<file path="src/rtl/cpu_pkg.sv">
// Shared CPU definitions: ALU control codes, datapath widths
// and the EX/MEM buffer entry layout.
package cpu_pkg;

  localparam int DATA_W = 32;
  localparam int REG_W  = 5;

  localparam logic [3:0] ALU_ADD  = 4'b0000;
  localparam logic [3:0] ALU_SUB  = 4'b0001;
  localparam logic [3:0] ALU_AND  = 4'b0010;
  localparam logic [3:0] ALU_OR   = 4'b0011;
  localparam logic [3:0] ALU_XOR  = 4'b0100;
  localparam logic [3:0] ALU_SLT  = 4'b0101;
  localparam logic [3:0] ALU_SLL  = 4'b0110;
  localparam logic [3:0] ALU_BEQ  = 4'b0111;
  localparam logic [3:0] ALU_SRL  = 4'b1000;
  localparam logic [3:0] ALU_BGT  = 4'b1001;
  localparam logic [3:0] ALU_BNE  = 4'b1010;
  localparam logic [3:0] ALU_SRA  = 4'b1011;
  localparam logic [3:0] ALU_BNEZ = 4'b1100;
  localparam logic [3:0] ALU_BGEZ = 4'b1101;

  typedef struct packed {
    logic [DATA_W-1:0] result;
    logic [DATA_W-1:0] store;
    logic [REG_W-1:0]  rd;
    logic              reg_write;
    logic              mem_read;
    logic              mem_write;
    logic              mem_to_reg;
  } entry_t;

  typedef enum logic [1:0] {
    BUF_EMPTY,
    BUF_ONE,
    BUF_TWO
  } buf_state_e;

endpackage

</file>
<file path="src/rtl/ex_branch_cmp.sv">
// Branch condition resolution from raw ALU operands.
// Purely combinational; unknown codes resolve to not-taken.
module ex_branch_cmp
  import cpu_pkg::*;
#(
  parameter int W = 32
) (
  input  logic [3:0]   ctrl,
  input  logic [W-1:0] src1,
  input  logic [W-1:0] src2,
  output logic         taken
);

  always_comb begin
    taken = 1'b0;
    unique case (ctrl)
      ALU_BEQ:  taken = (src1 == src2);
      ALU_BNE:  taken = (src1 != src2);
      ALU_BGT:  taken = ($signed(src1) > $signed(src2));
      ALU_BNEZ: taken = (src1 != '0);
      ALU_BGEZ: taken = ~src1[W-1];
      default:  taken = 1'b0;
    endcase
  end

endmodule

</file>
<file path="src/rtl/ex_mem_stage.sv">
// EX->MEM stage: 2-entry elastic buffer with valid/ready on both
// sides, plus branch resolution and a registered taken pulse.
module ex_mem_stage
  import cpu_pkg::*;
#(
  parameter int DATA_W = 32,
  parameter int REG_W  = 5
) (
  input  logic              clk_i,
  input  logic              rst_i,
  input  logic              in_valid_i,
  output logic              in_ready_o,
  input  logic [DATA_W-1:0] alu_result_i,
  input  logic [DATA_W-1:0] src1_i,
  input  logic [DATA_W-1:0] src2_i,
  input  logic [3:0]        ctrl_i,
  input  logic              branch_i,
  input  logic [DATA_W-1:0] branch_target_i,
  input  logic [DATA_W-1:0] store_data_i,
  input  logic [REG_W-1:0]  rd_i,
  input  logic              reg_write_i,
  input  logic              mem_read_i,
  input  logic              mem_write_i,
  input  logic              mem_to_reg_i,
  input  logic              flush_i,
  output logic              out_valid_o,
  input  logic              out_ready_i,
  output logic [DATA_W-1:0] out_result_o,
  output logic [DATA_W-1:0] out_store_o,
  output logic [REG_W-1:0]  out_rd_o,
  output logic              out_reg_write_o,
  output logic              out_mem_read_o,
  output logic              out_mem_write_o,
  output logic              out_mem_to_reg_o,
  output logic              branch_taken_o,
  output logic [DATA_W-1:0] branch_target_o
);

  buf_state_e        state_q, state_d;
  entry_t            head_q, head_d;
  entry_t            skid_q, skid_d;
  entry_t            new_e;
  logic              in_ready_q;
  logic              taken_q, taken_d;
  logic [DATA_W-1:0] target_q, target_d;
  logic              cmp_taken;
  logic              accept;
  logic              emit;

  ex_branch_cmp #(
    .W (DATA_W)
  ) u_cmp (
    .ctrl  (ctrl_i),
    .src1  (src1_i),
    .src2  (src2_i),
    .taken (cmp_taken)
  );

  assign accept = in_valid_i & in_ready_q & ~flush_i;
  assign emit   = out_valid_o & out_ready_i;

  // Branches carry no architectural side effect past this stage.
  always_comb begin
    new_e            = '0;
    new_e.result     = alu_result_i;
    new_e.store      = store_data_i;
    new_e.rd         = rd_i;
    new_e.reg_write  = reg_write_i & ~branch_i;
    new_e.mem_read   = mem_read_i & ~branch_i;
    new_e.mem_write  = mem_write_i & ~branch_i;
    new_e.mem_to_reg = mem_to_reg_i;
  end

  always_comb begin
    state_d = state_q;
    head_d  = head_q;
    skid_d  = skid_q;
    if (flush_i) begin
      state_d = BUF_EMPTY;
      head_d  = '0;
      skid_d  = '0;
    end else begin
      unique case (state_q)
        BUF_EMPTY: begin
          if (accept) begin
            state_d = BUF_ONE;
            head_d  = new_e;
          end
        end
        BUF_ONE: begin
          if (accept && emit) begin
            head_d = new_e;
          end else if (accept) begin
            state_d = BUF_TWO;
            skid_d  = new_e;
          end else if (emit) begin
            state_d = BUF_EMPTY;
            head_d  = '0;
          end
        end
        BUF_TWO: begin
          if (emit) begin
            state_d = BUF_ONE;
            head_d  = skid_q;
            skid_d  = '0;
          end
        end
        default: begin
          state_d = BUF_EMPTY;
          head_d  = '0;
          skid_d  = '0;
        end
      endcase
    end
  end

  always_comb begin
    taken_d  = accept & branch_i & cmp_taken;
    target_d = taken_d ? branch_target_i : '0;
  end

  always_ff @(posedge clk_i or negedge rst_i) begin
    if (!rst_i) begin
      state_q    <= BUF_EMPTY;
      head_q     <= '0;
      skid_q     <= '0;
      in_ready_q <= 1'b1;
      taken_q    <= 1'b0;
      target_q   <= '0;
    end else begin
      state_q    <= state_d;
      head_q     <= head_d;
      skid_q     <= skid_d;
      in_ready_q <= (state_d != BUF_TWO);
      taken_q    <= taken_d;
      target_q   <= target_d;
    end
  end

  assign in_ready_o       = in_ready_q;
  assign out_valid_o      = (state_q != BUF_EMPTY);
  assign out_result_o     = head_q.result;
  assign out_store_o      = head_q.store;
  assign out_rd_o         = head_q.rd;
  assign out_reg_write_o  = head_q.reg_write;
  assign out_mem_read_o   = head_q.mem_read;
  assign out_mem_write_o  = head_q.mem_write;
  assign out_mem_to_reg_o = head_q.mem_to_reg;
  assign branch_taken_o   = taken_q;
  assign branch_target_o  = target_q;

endmodule

</file>
<file path="config.mk">
export PLATFORM = sky130hd
export DESIGN_NAME = ex_mem_stage
export DESIGN_NICKNAME = d
export VERILOG_FILES = /design/src/rtl/cpu_pkg.sv /design/src/rtl/ex_branch_cmp.sv /design/src/rtl/ex_mem_stage.sv
export SDC_FILE = /design/constraint.sdc
export NUM_CORES = 1
export LEC_CHECK = 0
export CAP_MARGIN = 20
export CORE_AREA = 2 2 177 145
export DETAILED_ROUTE_END_ITERATION = 7
export DIE_AREA = 0 0 179 147
export GPL_TIMING_DRIVEN = 1
export HOLD_SLACK_MARGIN = 0.02
export PLACE_DENSITY = 0.61
export SYNTH_ARGS = -nofsm -noshare
export SYNTH_HDL_FRONTEND = slang
export SYNTH_SLANG_ARGS = --single-unit
</file>
<file path="constraint.sdc">
create_clock -name clk_i -period 3.7 [get_ports clk_i]
set_input_delay 0.37 -clock clk_i [delete_from_list [all_inputs] [get_ports clk_i]]
set_output_delay 0.37 -clock clk_i [all_outputs]
set_load 0.02 [all_outputs]
</file>
# --- Yosys cells after proc, flatten, opt, wreduce, memory -nomap -nowiden ---
# Cells that the tools add are included.
classes:
  n_lt_le_gt_ge: 1
  n_eq_ne: 17
  n_mux: 19
  bitwise: 11
  reduce_logical: 6
ops:
  columns: ["operator", "count"]
  rows:
  - ["2-to-1 mux 73 bit", 8]
  - ["one-hot mux 73 bit (3 select lines)", 2]
  - ["== test 32 bit", 1]
  - ["greater-than comparator 32 bit", 1]
  - ["2-to-1 mux 32 bit", 1]
  - ["!= test 32 bit", 1]
  - ["nonzero test 32 bit", 1]
  - ["== test 4 bit, second input constant", 4]
  - ["2-to-1 mux 2 bit", 6]
  - ["!= test 3 bit, second input constant", 4]
  - ["AND 1 bit", 8]
  - ["!= test 4 bit, second input constant", 2]
  - ["AND reduction 4 bit", 2]
  - ["one-hot mux 2 bit (3 select lines)", 1]
  - ["one-hot mux 1 bit (5 select lines)", 1]
  - ["== test 4 x 3 -> 1 bit, second input constant", 1]
  - ["!= test 2 bit, second input constant", 2]
  - ["inverter 1 bit", 3]
  - ["== test 2 x 1 -> 1 bit, second input constant", 1]
  - ["== test 2 bit, second input constant", 1]
  - ["logical NOT 2 bit", 1]
  - ["nonzero test 2 bit", 1]
  - ["logical AND 1 bit", 1]
word_totals:
  regBits: 182
  output_inout_bits: 108
  elab_cells: 72

# --- Longest topological paths before layout ---
depth:
  ltp_word: 8
  ltp_mapped: 9

# --- Hierarchy ---
# A second synthesis with hierarchy kept.
unflattened:
  hier_cells: 899
  hier_area_um2: 9537.9
by_module_without_submodules:
  columns: ["module", "instances", "cells_each", "area_per_inst_um2", "seq_area_each_um2"]
  rows:
  - ["ex_mem_stage", 1, 762, 8531.9, 4555.6]
  - ["ex_branch_cmp", 1, 137, 1006.0, 0.0]

# --- Least setup slack after synthesis ---
# No wires, ideal clock.
synth_timing:
  path_type: "input to register"
  from: "in src2_i[31]"
  to: "reg target_q[10] (netlist: branch_target_o[10])"
  setup_time_ns: 0.127
  t_arrival_ns: 2.169
  slack_ns: 1.404
  stages: 9
  cell_sequence: "inv_1 > ha_1 > nand4_2 > or4_4 > o2111ai_1 > o211ai_2 > a2bb2oi_4 > buf_6 > a21boi_2"
synth_via:
  elab_chain_len: 4
synth_lines:
  columns: ["item", "line", "text"]
  rows:
  - ["from (decl)", "ex_mem_stage.sv:15", "input logic [DATA_W-1:0] src2_i,"]
  - ["greater-than comparator 32 bit (tied with other cells)", "ex_branch_cmp.sv:19", "ALU_BGT: taken = ($signed(src1) > $signed(src2));"]
  - ["one-hot mux 1 bit (5 select lines) *", "ex_branch_cmp.sv:16", "unique case (ctrl)"]
  - ["AND 1 bit *", "ex_mem_stage.sv:118", "taken_d = accept & branch_i & cmp_taken;"]
  - ["2-to-1 mux 32 bit *", "ex_mem_stage.sv:119", "target_d = taken_d ? branch_target_i : '0;"]
  - ["via target_d[10]", "ex_mem_stage.sv:45", "logic [DATA_W-1:0] target_q, target_d;"]
  - ["to (signal assigned)", "ex_mem_stage.sv:136", "target_q <= target_d;"]
  - ["to (decl)", "ex_mem_stage.sv:45", null]
# The timed path passes the listed nets; every way through them passes the cells marked *.
# A chain may end at the register's enable or synchronous reset.

# --- Final worst setup path ---
layout_timing:
  from: "in src1_i[31]"
  to: "reg target_q[12] (netlist: branch_target_o[12])"
layout_via:
  elab_chain_len: 4
layout_lines:
  columns: ["item", "line", "text"]
  rows:
  - ["from (decl)", "ex_mem_stage.sv:14", "input logic [DATA_W-1:0] src1_i,"]
  - ["greater-than comparator 32 bit (tied with other cells)", "ex_branch_cmp.sv:19", null]
  - ["one-hot mux 1 bit (5 select lines) *", "ex_branch_cmp.sv:16", null]
  - ["AND 1 bit *", "ex_mem_stage.sv:118", null]
  - ["2-to-1 mux 32 bit *", "ex_mem_stage.sv:119", null]
  - ["via target_d[12]", "ex_mem_stage.sv:45", null]
# Marked as above.

==> results.sh <==
export IMPL_gp_congestion=0.854
export IMPL_slew_violations=0
export IMPL_synth_seq_cells=182
export IMPL_drc=0
export IMPL_arrival_ps=3020
export IMPL_vias=7306
export IMPL_core_mm2=0.0247
export IMPL_cap_violations=0
export IMPL_critPathRequiredTime_ps=4010
export IMPL_finalCritPeriodShare=0.734
export IMPL_final_layout_size_suffix_gt1_frac=0.0769
export IMPL_avgSynthCellArea_um2=9.52
export IMPL_irDropWorstVdd_v=0.000292
export IMPL_hold_ws_ps=478
export IMPL_fin_nets=1356
export IMPL_grt_max_degree=85
export IMPL_status="complete, no violations"
export IMPL_cpPeakStageDelay_ps=540
export IMPL_ios=287
export IMPL_rsz0062_at_grt="false"
export IMPL_initial_utilization=0.343
export IMPL_cp_start_kind="input port"
export IMPL_min_delay_path_class="flop to flop"
export IMPL_row_count=52
export IMPL_hold_violations=0
export IMPL_relSlewSlack=0.399
export IMPL_post_route_min_period_ps=2710
export IMPL_dr_pass1_iters=4
export IMPL_cts_tree="yes"
export IMPL_cts_buffer_depth=2
export IMPL_synth_seq_area_share=0.538
export IMPL_dpl_worst_slack_ps=535
export IMPL_globalRouteTotalUtil=0.195
export IMPL_setup_violations=0
export IMPL_setup_slack_ps=985
export IMPL_totalWireLength_um=25100
export IMPL_startpoint="src1_i[31]"
export IMPL_viasPerCell=4.93
export IMPL_yosys_top_cells_area="dfrtp_1, nand2_1, o21ai_0"
export IMPL_io_buffers=286
export IMPL_final_cell_mix="clkdlybuf4s50_1, nand2_1, dfrtp_1"
export IMPL_avgRoutedWirePerCell_um=17.0
export IMPL_slowest_stage="or4_4"
export IMPL_layout_commonest_cell="clkdlybuf4s50_1"
export IMPL_worst_pin_slew_ps=902
export IMPL_p_per_area_mw_per_mm2=394
export IMPL_synth_top_area_frac=0.535
export IMPL_rr_startpoint="state_q[0]$_DFF_PN0_"
export IMPL_cts_max_level=4
export IMPL_crit_path_cell_trace="clkdlybuf4s50_1, ha_1, nand4_2, or4_4, o2111ai_1, o211ai_2, a2bb2oi_4, buf_12, a21boi_2"
export IMPL_skew_ps=12.1
export IMPL_syn_inst=889
export IMPL_syn2layout_area_growth_pct=45.0
export IMPL_total_power_mw=4.83
export IMPL_cts_buffers=17
export IMPL_crit_path_end_kind="flop"
export IMPL_clkLatencyLatePin_ps=430
export IMPL_fin_util=0.497
export IMPL_insertedDiodeCount=0
export IMPL_synth_nets=1100
export IMPL_grt_pass1_wl_um=40100
export IMPL_cts_clk_slew_worst_paths_ps=80
export IMPL_yosys_area_top_type="dfrtp_1"
export IMPL_criticalPathCategory="input port to flop"
export IMPL_leakagePower_nw=5.28
export IMPL_syn_cell_area_mm2=0.00846
export IMPL_hpwlAfterDp_um=17200
export IMPL_yosysWarnings=0
export IMPL_hold_start="out_result_o[18]$_DFFE_PN0P_"
export IMPL_die_w_um=179
export IMPL_grt_overflow_total=0
export IMPL_synthDistinctLibCells=40
export IMPL_cts_sinks=182
export IMPL_clock_fmax_mhz=368
export IMPL_die_area_mm2=0.0263
export IMPL_grt_pass1_vias=7304
export IMPL_cts_root_buf="clkbuf_16"
export IMPL_antenna_found_initial=0
export IMPL_cp_max_fo=25
export IMPL_cts_resized_gates=0
export IMPL_antenna_left=0
export IMPL_drt_iter0_drc=395
export IMPL_setup_tns_ps=0
export IMPL_dieHeight_um=147
cell usage after synthesis, drive strengths merged:
library cell	count
a22oi	70
nand3	7
nand4b	1
o22a	2
o21ai	150
dfstp	1
o211ai	3
nor2b	6
o311ai	1
a221oi	2
nor3b	1
nand3b	1
and3b	1
mux2	1
clkbuf	57
buf	7
a21oi	19
inv	35
a2111o	1
nor4	7
a21boi	32
or3	4
nor3	3
or2	1
a32oi	3
or4	2
dfrtp	181
a211oi	1
ha	32
a211o	2
nand2	230
nor2	12
a2bb2oi	1
o2111ai	1
nand4	11
logic make-up after synthesis:
| group | count (synthesis) | synth area share |
|---|---|---|
| AOI/OAI and AO/OA | 288 | 0.224 |
| and+or+nand+nor | 287 | 0.142 |
| DFF | 182 | 0.538 |
| buffers and inverters | 99 | 0.0472 |
| adders and majority gates | 32 | 0.0473 |
| muxes | 1 | 0.00133 |
worst max-delay path, delay by kind of cell:
family          cells  cell delay [ps]
fa+ha+maj           1              420
simple gates        2              690
buf+inv             2              720
compound gates      4              810
path summary, 6_finish.rpt:
check / endpoint / slack, ps / cells past startpoint
max reg2reg: out_store_o[19]$_DFFE_PN0P_ / 1400 / 6
min reg2reg: out_result_o[18]$_DFFE_PN0P_ / 480 / 2
min: out_result_o[18]$_DFFE_PN0P_ / 480 / 2
max: branch_target_o[12]$_DFF_PN0_ / 990 / 9
max in group asynchronous: skid_q[43]$_DFFE_PN0P_ / 2280 / 3
min in group asynchronous: skid_q[7]$_DFFE_PN0P_ / 510 / 2
routing by layer:
metal,vias to the layer above,GRT usage,share of wire
met3,20,0.0670,0.084
met4,0,0.0439,0.013
li1,3588,-,-
met1,3470,0.266,0.45
met5,-,0,0
met2,228,0.300,0.45
power breakdown:
group / total [mW] / leakage (nW) / switching, mW / internal, mW
registers: 2.15 / 2.47 / 0.0606 / 2.09
logic: 0.879 / 2.53 / 0.451 / 0.428
clock network: 1.80 / 0.280 / 0.880 / 0.917
flip-flops by register name, summed over array words and instances, names as in the netlist:
name              count
skid_q               73
branch_target_o      32
out_result_o         32
out_store_o          32
out_rd_o              5
state_q               2
branch_taken_o        1
in_ready_o            1
out_mem_read_o        1
out_mem_to_reg_o      1
out_mem_write_o       1
out_reg_write_o       1
per-stage QoR:
stage / cell area, um^2 / std cells
floorplan: 8460 / 889
CTS: 12300 / 1482
finish: 12300 / 1482
global placement: 11700 / 1449
detailed placement: 11700 / 1449
global route: 12300 / 1482
what timing repair did:
action / 4_1_cts / 5_1_grt
hold endpoints to repair: 73 / 0
hold buffers: 1 / 0
setup buffers: 0 / 0
layout make-up:
cell class / count / area, um^2
flip-flops and latches: 182 / 4560
fillers: 2295 / 12400
multi-input cells: 608 / 3560
clock buffers: 19 / 443
well taps: 324 / 405
repair buffers: 301 / 3040
clock inverters: 13 / 125
inverters: 35 / 131
No activity file was read; power rests on OpenSTA's default activity.
